$ cat config.mk
export PLATFORM = sky130hd
export DESIGN_NAME = stopwatch_counter
export DESIGN_NICKNAME = d
export VERILOG_FILES = /design/src/rtl/stopwatch_counter.sv
export SDC_FILE = /design/constraint.sdc
export NUM_CORES = 1
export LEC_CHECK = 0
export CORE_MARGIN = 2
export CORE_UTILIZATION = 40
export CTS_CLUSTER_DIAMETER = 100
export DETAILED_ROUTE_END_ITERATION = 16
export PLACE_DENSITY = 0.66
export SYNTH_ARGS = -nofsm -noshare
export SYNTH_HDL_FRONTEND = slang
export SYNTH_SLANG_ARGS = --single-unit
$ cat constraint.sdc
create_clock -name clk -period 2.21 [get_ports clk]
set_clock_uncertainty 0.05 [all_clocks]
set_input_delay 0.3315 -clock clk [delete_from_list [all_inputs] [get_ports clk]]
set_output_delay 0.3315 -clock clk [all_outputs]
set_load 0.02 [all_outputs]
$ cat src/rtl/stopwatch_counter.sv
// Purpose : mm:ss BCD stopwatch with run / pause / field-adjust modes.
// Latency : 1 cycle from a qualifying tick or pause pulse to the registered digits.
// Backpr. : none; ticks and pulses are one-cycle strobes, consumed or ignored on the edge they arrive.
//
// Ports:
//   clk          system clock, rising-edge active
//   rst_n        asynchronous active-low reset -> 00:00, paused
//   tick1hz      1 Hz strobe, advances time by one second in RUN
//   tick2hz      2 Hz strobe, steps the selected field in ADJUST
//   pause_pulse  debounced strobe, toggles paused when adj=0
//   adj          level, 1 = ADJUST mode
//   sel          level, adjust field: 0 = minutes, 1 = seconds
//   digit1..4    m10, m1, s10, s1 as {1'b0, BCD}
//   running      registered ~adj & ~paused
//   adjusting    registered adj
module stopwatch_counter #(
    parameter int MIN_MAX = 59
) (
    input  logic       clk,
    input  logic       rst_n,
    input  logic       tick1hz,
    input  logic       tick2hz,
    input  logic       pause_pulse,
    input  logic       adj,
    input  logic       sel,
    output logic [4:0] digit1,
    output logic [4:0] digit2,
    output logic [4:0] digit3,
    output logic [4:0] digit4,
    output logic       running,
    output logic       adjusting
);

    localparam logic [3:0] MAX_TENS = 4'(MIN_MAX / 10);
    localparam logic [3:0] MAX_ONES = 4'(MIN_MAX % 10);

    localparam logic [1:0] MODE_PAUSE  = 2'd0;
    localparam logic [1:0] MODE_RUN    = 2'd1;
    localparam logic [1:0] MODE_ADJUST = 2'd2;

    logic [3:0] m10_q, m10_d;
    logic [3:0] m1_q,  m1_d;
    logic [3:0] s10_q, s10_d;
    logic [3:0] s1_q,  s1_d;
    logic       paused_q, paused_d;
    logic       running_q, running_d;
    logic       adjusting_q, adjusting_d;

    logic [1:0] mode;
    logic       min_at_max;
    logic       sec_at_max;

    // Mode is decided from the live adj level and the stored paused flag,
    // so a change of adj acts on the very next edge.
    always_comb begin
        if (adj)
            mode = MODE_ADJUST;
        else if (!paused_q)
            mode = MODE_RUN;
        else
            mode = MODE_PAUSE;
    end

    // ">=" rather than "==" so an out-of-range minute value can never stick.
    assign min_at_max = (m10_q > MAX_TENS) ||
                        ((m10_q == MAX_TENS) && (m1_q >= MAX_ONES));
    assign sec_at_max = (s10_q >= 4'd5) && (s1_q >= 4'd9);

    always_comb begin
        m10_d     = m10_q;
        m1_d      = m1_q;
        s10_d     = s10_q;
        s1_d      = s1_q;
        paused_d  = paused_q;

        case (mode)
            MODE_RUN: begin
                if (tick1hz) begin
                    if (s1_q < 4'd9) begin
                        s1_d = s1_q + 4'd1;
                    end else begin
                        s1_d = 4'd0;
                        if (s10_q < 4'd5) begin
                            s10_d = s10_q + 4'd1;
                        end else begin
                            s10_d = 4'd0;
                            if (min_at_max) begin
                                m10_d = 4'd0;
                                m1_d  = 4'd0;
                            end else if (m1_q < 4'd9) begin
                                m1_d = m1_q + 4'd1;
                            end else begin
                                m1_d  = 4'd0;
                                m10_d = m10_q + 4'd1;
                            end
                        end
                    end
                end
            end
            MODE_ADJUST: begin
                // Fields step independently: no carry from seconds to minutes.
                if (tick2hz) begin
                    if (sel) begin
                        if (sec_at_max) begin
                            s10_d = 4'd0;
                            s1_d  = 4'd0;
                        end else if (s1_q < 4'd9) begin
                            s1_d = s1_q + 4'd1;
                        end else begin
                            s1_d  = 4'd0;
                            s10_d = s10_q + 4'd1;
                        end
                    end else begin
                        if (min_at_max) begin
                            m10_d = 4'd0;
                            m1_d  = 4'd0;
                        end else if (m1_q < 4'd9) begin
                            m1_d = m1_q + 4'd1;
                        end else begin
                            m1_d  = 4'd0;
                            m10_d = m10_q + 4'd1;
                        end
                    end
                end
            end
            default: begin
                // PAUSE: time holds, both ticks ignored.
            end
        endcase

        // The increment above already used the old paused flag, so a pause
        // pulse coinciding with tick1hz counts in RUN and is tick-free in PAUSE.
        if (!adj && pause_pulse)
            paused_d = ~paused_q;

        running_d   = ~adj & ~paused_d;
        adjusting_d = adj;
    end

    always_ff @(posedge clk or negedge rst_n) begin
        if (!rst_n) begin
            m10_q       <= 4'd0;
            m1_q        <= 4'd0;
            s10_q       <= 4'd0;
            s1_q        <= 4'd0;
            paused_q    <= 1'b1;
            running_q   <= 1'b0;
            adjusting_q <= 1'b0;
        end else begin
            m10_q       <= m10_d;
            m1_q        <= m1_d;
            s10_q       <= s10_d;
            s1_q        <= s1_d;
            paused_q    <= paused_d;
            running_q   <= running_d;
            adjusting_q <= adjusting_d;
        end
    end

    assign digit1    = {1'b0, m10_q};
    assign digit2    = {1'b0, m1_q};
    assign digit3    = {1'b0, s10_q};
    assign digit4    = {1'b0, s1_q};
    assign running   = running_q;
    assign adjusting = adjusting_q;

endmodule

== After elaboration in Yosys (flattened, before gate mapping) ==
Cells that the tools add are included.
Cells by class
  $add $sub $neg: 4
  magnitude comparators: 7
  equality and inequality tests: 10
  mux-type cells: 33
  bitwise operators: 4
  reductions and logical operators: 9
Operators by type and width (number)
  2-to-1 mux 4 bit: 26
  one-hot mux 4 bit (2 select lines): 4
  adder 4 x 1 -> 4 bit (second input constant): 4
  inequality test 2 bit (second input constant): 6
  AND reduction 6 bit: 2
  greater-or-equal comparator 4 bit (second input constant): 2
  less-than comparator 4 bit (second input constant): 2
  == test 4 x 3 -> 1 bit (second input constant): 1
  greater-or-equal comparator 4 x 3 -> 1 bit (second input constant): 1
  greater-than comparator 4 x 3 -> 1 bit (second input constant): 1
  less-than comparator 4 x 3 -> 1 bit (second input constant): 1
  AND reduction 4 bit: 1
  logical AND 1 bit: 3
  inequality test 3 bit (second input constant): 1
  NOT 1 bit: 3
  == test 2 x 1 -> 1 bit (second input constant): 1
  == test 2 bit (second input constant): 1
  2-to-1 mux 1 bit: 2
  2-to-1 mux 2 bit: 1
  nonzero test 2 bit: 1
  AND 1 bit: 1
  logical NOT 1 bit: 1
  logical OR 1 bit: 1
Word-level totals
  flip-flop bits (word level): 19
  input port bits: 7
  output and inout bits: 22
  word-level logic and storage cells: 74

== Depth between registers and ports, before layout ==
Gate-level depths: netlist of the first run.
  word-level depth: 8
  gate-level depth with buffers: 8
  mapped depth without buffers: 7

== Least setup slack after synthesis of the first run ==
OpenSTA, ideal clock, no wires.
  path kind: flip-flop to flip-flop
  from: register s1_q[0]
  to: register m10_q[0]
  library setup time: 121 ps
  arrival: 1871 ps
  required time: 2039 ps
  path slack: 168 ps
  stages on the path, launching flop included: 8
  buffers on the path: 1
  period minus slack after synthesis: 2042 ps
  cell sequence: dfrtp_1 -> inv_1 -> ha_1 -> nor2b_1 -> o41a_1 -> buf_6 -> a21o_1 -> a22o_1
On the way
  word-level cells in the longest chain between the ends: 3
RTL lines
  start, declared: RTL line 44  | logic [3:0] s1_q, s1_d;
  start signal, assigned: RTL line 145  | s1_q <= 4'd0;
  start signal, assigned: RTL line 153  | s1_q <= s1_d;
  less-than comparator 4 bit: RTL line 79  | if (s1_q < 4'd9) begin
  inequality test 2 bit (no source line)
  AND reduction 6 bit (no source line)
  end signal, assigned: RTL line 150  | m10_q <= m10_d;
  end, declared: RTL line 41  | logic [3:0] m10_q, m10_d;
No other way between the ends.
A chain may end at the register's enable or synchronous reset.

== Worst setup path in the final report of the first run ==
Ends and elaborated chain as after synthesis.

==> key figures, run 1 <==
Outcome
  • Outcome: completed

Setup path
  • Crit Path Category: register to register
  • Worst-path maximum fanout: 10
  • Critical Path AT: about 2200 ps
  • Largest delay share family, worst path: compound AO/OA/AOI/OAI gates
  • CP max stage delay: around 570 ps
  • Slowest stage cell, crit path: o41a_1
  • Crit-path cells: inv_1 > ha_1 > nor2b_1 > o41a_1 > a21o_1 > a22o_1
  • Req. time, crit path: 2350 ps
  • CP endpoint kind: register
  • CP Launch Type: register
  • Buf/Inv on CP: 1

Timing
  • Final setup viols: 0
  • Final min period: 2060 ps
  • Final Hold Viols: 0
  • Slew Viols, Final: 0
  • Hold slack: slightly above 300 ps
  • Fmax: roughly 490 MHz
  • RSZ-0062 raised after global routing: false
  • Final setup TNS: 0 ps
  • Final Cycle Share: around 93%
  • Final setup margin: 151 ps

Routing
  • Number of iterations in the first detailed-routing pass: 4
  • Wire length per cell: between 10 and 15 um
  • Number of routed nets with antenna violations: 0
  • Post-Route WL: around 2500 um
  • Vias: 986
  • DR DRC count: 0
  • Iteration-0 DRC Markers: between 40 and 50
  • Vias per cell: ~5.3

Power and ir drop
  • Sequential power share: approximately a third
  • Gate power share: between 50% and 60%
  • Ratio of total power to cell area: 1190 nW/um^2
  • Max VDD drop: 0.507 mV
  • Internal: around 1100 uW
  • NetSw: just over 800 uW
  • Clock share of power: under 10%
  • P_leak: between 0.0006 and 0.0007 uW
  • Sw Ratio: between 40% and 50%

Clock tree
  • Worst-path clk slew: approximately 110 ps
  • Cts repair resizes: 0
  • Root Buffer: clkbuf_4
  • Clk buf depth: 2
  • Clock sink total: 19
  • # hold bufs at CTS: 0
  • Setup bufs post-CTS: 0
  • H-tree levels: 1
  • CTS Buf Count: 3
  • CTS tree: yes
  • Later-pin clock latency in the skew report: ~290 ps

Floorplanning
  • Chip width: ~60 um
  • Placeable Area: about 3000 sq um
  • # IOs: 29
  • Die height: 59.8 um
  • Initial Utilization: 41.5%
  • Full die area: between 3000 and 4000 sq um
  • Rows: 20

Logic synthesis
  • Post-Syn Instances: 120
  • Largest family of logic cells by synthesized area: compound AO/OA/AOI/OAI gates
  • Yosys reg bits: 19
  • Post-synth cell types: 47
  • Post-synth EDFFs: 0
  • Register area share after synthesis: between 30% and 40%
  • Cell area after synthesis: 1250 sq um
  • Most used DFF post-synth: dfrtp_1
  • Mux cell area share after synthesis: 1.71%
  • Yosys warning count: 0
  • Post-Synth Adder-Cell Area: 12.0%
  • Synth Area in XOR/XNOR: between 1 and 1.5%
  • Avg Cell Area, Syn: approximately 10 sq um
  • Simple-Gate Fraction of Synth Area: a little under a fifth
  • Synth Area in Compound Gates: 19.9%
  • Async set-or-reset flop fraction in the synthesized netlist: 100%

GRT
  • First-pass GRT wire length: roughly 4100 um
  • Total grt overflow: 0
  • Initial antenna violation count: 0
  • Tot GR Track Use: roughly 15%
  • Number of global-route vias before repair: 912
  • Largest net degree at the start of global routing: 20

Placement
  • RD Place Congestion: about 0.7
  • DP Wirelength: ~1900 um
  • Number of port buffers: 24
  • Placement Setup Slack: about 90 ps
  • Placed Area: 1540 sq um

Final layout
  • Post-layout util: 52.2%
  • Final nets: 172
  • Final Cell Area: between 1500 and 2000 sq um
  • Fillers: between 200 and 300
  • # diodes: 0
  • Most common cell after layout, fill and taps aside: clkdlybuf4s50_1
  • Layout cell share with drive strength beyond 1: between 10% and 20%
  • Commonest non-fill, non-tap cells in the layout: clkdlybuf4s50_1 (24), dfrtp_1 (18), ha_1 (12)
  • Layout area overhead: 25.7%

Worst hold path
  • Hold WC Path Type: input pin to async pin

Flow run
  • Number of max-cap violations: 0
==> worst reg2reg max path: stages (launching register included) <==
cell	delay (ps)
dfrtp_1	430
inv_1	90
ha_1	190
nor2b_1	150
o41a_1	570
a21o_1	250
a22o_1	230
==> power by group through the flow <==
stage / sequential, uW / combinational [uW] / clock [uW]
after floorplan: 772 / 486 / 0
after global placement: 645 / 1020 / 0
after detailed placement: 656 / 1050 / 0
after CTS: 649 / 1050 / 181
after global routing: 674 / 1150 / 197
final: 650 / 1040 / 174
==> synthesized netlist by cell type, types with 2 or more instances <==
cell type	n	area [sq um]
dfrtp_1	18	450
ha_1	12	150
inv_1	10	37.5
nand2_1	8	30.0
nand3_1	5	25.0
o21ai_0	5	25.0
buf_4	4	30.0
nand2b_1	4	25.0
nor2_1	4	15.0
nor2b_1	3	18.8
o21ai_1	3	15.0
or2b_2	3	26.3
a21oi_1	2	10.0
a32o_1	2	20.0
buf_6	2	22.5
nand2b_4	2	27.5
nand3b_1	2	15.0
o31ai_1	2	15.0
==> kinds of logic (layout without fill, tap and decap cells) <==
kind of cell / after synthesis / after routing
xor+xnor: 2 / 2
flops: 19 / 19
mux: 2 / 2
other cells: 1 / 4
fa+ha+maj: 12 / 12
simple gates: 38 / 38
buf+inv: 16 / 45
compound gates: 30 / 30
==> path summary, 6_finish.rpt <==
path	from	end	slack, ps	depth (start not counted)
max in group asynchronous	rst_n	paused_q	1540	2
min in group clk	paused_q	paused_q	480	1
setup / recovery	s1_q[0]	m10_q[0]	150	6
hold / removal	rst_n	adjusting	310	2
hold reg to reg	paused_q	paused_q	480	1
setup reg to reg	s1_q[0]	m10_q[0]	150	6
==> per-stage QoR <==
stage                     power (uW)  instances
after floorplan                 1260        123
after global placement          1660        181
after detailed placement        1700        181
after CTS                       1880        185
after global routing            2020        185
final                           1870        185
==> per-layer routing <==
metal	up-vias	wire length (um)	share of wire (%)	track usage, %
met2	21	1160	46	22.7
li1	487	-	-	-
met4	0	19	0.76	5.71
met1	476	1230	49	21.2
met5	-	0	0	0
met3	2	102	4.1	3.46
==> sequential cells by signal, summed over array words and instances, names as in the netlist <==
name       cells
m10_q          4
m1_q           4
s10_q          4
s1_q           4
adjusting      1
paused_q       1
running        1
==> layout make-up <==
class / count / area [sq um] / area share, %
Inverter: 10 / 37.5 / 2.40
Clock inverter: 1 / 5.00 / 0.319
Tap cell: 33 / 41.3 / 2.64
Timing Repair Buffer: 31 / 293 / 18.7
Multi-Input combinational cell: 88 / 691 / 44.1
Clock buffer: 3 / 22.5 / 1.44
Sequential cell: 19 / 477 / 30.4
(Power assumes the default switching activity.)
==> inputs of run 2 (changes only) <==
CTS_BUF_LIST = sky130_fd_sc_hd__clkbuf_2   (was unset)
==> run 2 against run 1 <==
Compared with the run above:
- wire length decreased by 0.16%
- worst hold slack got worse by 37 ps
- sequential power barely moved
- die area stayed put
- maximum frequency decreased by 0.27%
- critical endpoint unchanged
- largest cell class unchanged
==> key figures, run 2 (same netlist as run 1, synthesis figures left out) <==
Floorplanning
  • Die height: 59.8 um (unchanged)
  • Full die area: 3580 sq um (unchanged)
  • Chip width: 59.8 um (unchanged)
  • # IOs: 29 (unchanged)
  • Initial Utilization: 41.5% (unchanged)
  • Rows: 20 (unchanged)
  • Placeable Area: 3000 sq um (unchanged)

Final layout
  • Fin cells: 185 (unchanged)
  • # diodes: 0 (unchanged)
  • Most common cell after layout, fill and taps aside: clkdlybuf4s50_1 (unchanged)
  • Commonest non-fill, non-tap cells in the layout: clkdlybuf4s50_1 (24), dfrtp_1 (18), ha_1 (12) (unchanged)
  • Layout area overhead: 25.1% (was 25.7%)
  • Final nets: 172 (unchanged)
  • Layout cell share with drive strength beyond 1: 15.8% (unchanged)

Setup path
  • Crit Path Category: register to register (unchanged)
  • CP endpoint kind: register (unchanged)
  • Worst-path maximum fanout: 10 (unchanged)
  • Crit-path cells: inv_1 > ha_1 > nor2b_1 > o41a_1 > a21o_1 > a22o_1 (unchanged)
  • Critical Path AT: 2240 ps (was 2200 ps)
  • CP Launch Type: register (unchanged)
  • Slowest stage cell, crit path: o41a_1 (unchanged)
  • Req. time, crit path: 2390 ps (was 2350 ps)
  • CP max stage delay: 570 ps (about the same)

GRT
  • Initial antenna violation count: 0 (unchanged)
  • Largest net degree at the start of global routing: 20 (unchanged)
  • Number of global-route vias before repair: 910 (was 912)
  • Total grt overflow: 0 (unchanged)
  • Tot GR Track Use: 15.2% (unchanged)
  • First-pass GRT wire length: 4060 um (unchanged)

Routing
  • Iteration-0 DRC Markers: 37 (was 45)
  • Post-Route WL: 2500 um (about the same)
  • Routed met3 length: 100 um (was 102 um)
  • Vias per cell: 5.36 (was 5.33)
  • Number of iterations in the first detailed-routing pass: 4 (unchanged)
  • Highest metal used: met4 (unchanged)
  • Number of routed nets with antenna violations: 0 (unchanged)
  • Met2 WL: 1150 um (was 1160 um)
  • Vias: 992 (was 986)
  • DR DRC count: 0 (unchanged)
  • Wire length per cell: 13.5 um (about the same)
  • DRT met1 WL: 1230 um (about the same)

Power and ir drop
  • Clock share of power: 8.2% (was 9.3%)
  • P_leak: 0.000685 uW (was 0.000687 uW)
  • Ratio of total power to cell area: 1180 nW/um^2 (was 1190 nW/um^2)
  • Sw Ratio: 44.1% (was 43.3%)
  • Sequential power share: 35.2% (was 34.8%)
  • NetSw: 813 uW (was 809 uW)
  • Gate power share: 56.6% (was 55.9%)
  • Internal: 1030 uW (was 1060 uW)
  • Max VDD drop: 0.455 mV (was 0.507 mV)

Timing
  • Slew Viols, Final: 0 (unchanged)
  • Final setup TNS: 0 ps (unchanged)
  • Final Hold Viols: 0 (unchanged)
  • Final setup viols: 0 (unchanged)
  • Final Cycle Share: 93.4% (was 93.2%)
  • Hold slack: 269 ps (was 306 ps)
  • Final min period: 2060 ps (about the same)
  • RSZ-0062 raised after global routing: false (unchanged)
  • Fmax: 484 MHz (was 486 MHz)

Clock tree
  • Clock sink total: 19 (unchanged)
  • CTS tree: yes (unchanged)
  • # hold bufs at CTS: 0 (unchanged)
  • Cts repair resizes: 0 (unchanged)
  • Later-pin clock latency in the skew report: 310 ps (was 290 ps)
  • Clk buf depth: 2 (unchanged)
  • H-tree levels: 1 (unchanged)
  • Root Buffer: clkbuf_2 (was clkbuf_4)
  • CTS Buf Count: 3 (unchanged)
  • Worst-path clk slew: 190 ps (was 110 ps)
  • Setup bufs post-CTS: 0 (unchanged)

Worst hold path
  • Hold WC Path Type: input pin to async pin (unchanged)

Placement
  • DP Wirelength: 1890 um (unchanged)
  • Number of port buffers: 24 (unchanged)
  • RD Place Congestion: 0.719 (unchanged)
  • # placed instances: 181 (unchanged)

Flow run
  • Number of max-cap violations: 0 (unchanged)

Outcome
  • Outcome: completed (unchanged)
-- run 2: final timing paths --
check                          from        end  slack [ps]  depth (start not counted)
setup / recovery            s1_q[0]   m10_q[0]         150                          6
hold / removal                rst_n  adjusting         270                          2
setup reg to reg            s1_q[0]   m10_q[0]         150                          6
hold reg to reg            paused_q   paused_q         480                          1
max in group asynchronous     rst_n   paused_q        1580                          2
min in group clk           paused_q   paused_q         480                          1
-- run 2: critical path: cells and delay by family, from the launching register on --
family	cells	cell delay, ps
compound gates	3	1040
fa+ha+maj	1	190
flops	1	450
simple gates	1	150
buf+inv	1	90
-- run 2: cell type report --
type	count	area, sq um
Inverter	10	37.5
Sequential cell	19	477
Fill cell	287	1440
Clock inverter	1	5.00
Tap cell	33	41.3
Multi-Input combinational cell	88	691
Clock buffer	3	15.0
Timing Repair Buffer	31	293
-- run 2: power by group through the flow --
| stage | logic, uW | clock network [uW] | registers, uW |
|---|---|---|---|
| detailed placement | 1050 | 0 | 656 |
| CTS | 1050 | 156 | 648 |
| floorplan | 486 | 0 | 772 |
| global placement | 1020 | 0 | 645 |
| finish | 1040 | 151 | 649 |
| global route | 1150 | 171 | 674 |
-- run 2: layer usage --
metal  vias up  track usage, %
met4         0            5.71
li1        484               -
met5         -               0
met1       485            21.4
met2        21            22.5
met3         2            3.46
-- run 2: per-stage QoR --
stage / cell area [sq um] / setup slack [ps] / total power (uW) / util [%]
finish: 1560 / 145 / 1840 / 51.9
global route: 1560 / 22.7 / 1990 / 51.9
CTS: 1560 / 144 / 1860 / 51.9
detailed placement: 1540 / 91.2 / 1700 / 51.2
global placement: 1540 / 122 / 1660 / 51.2
floorplan: 1260 / 168 / 1260 / -
==> inputs of run 3 (changes only) <==
ABC_CLOCK_PERIOD_IN_PS = 2210   (was unset)
==> results of run 3 <==
No change in the layout: final DEF, timing and power equal those of run 2.
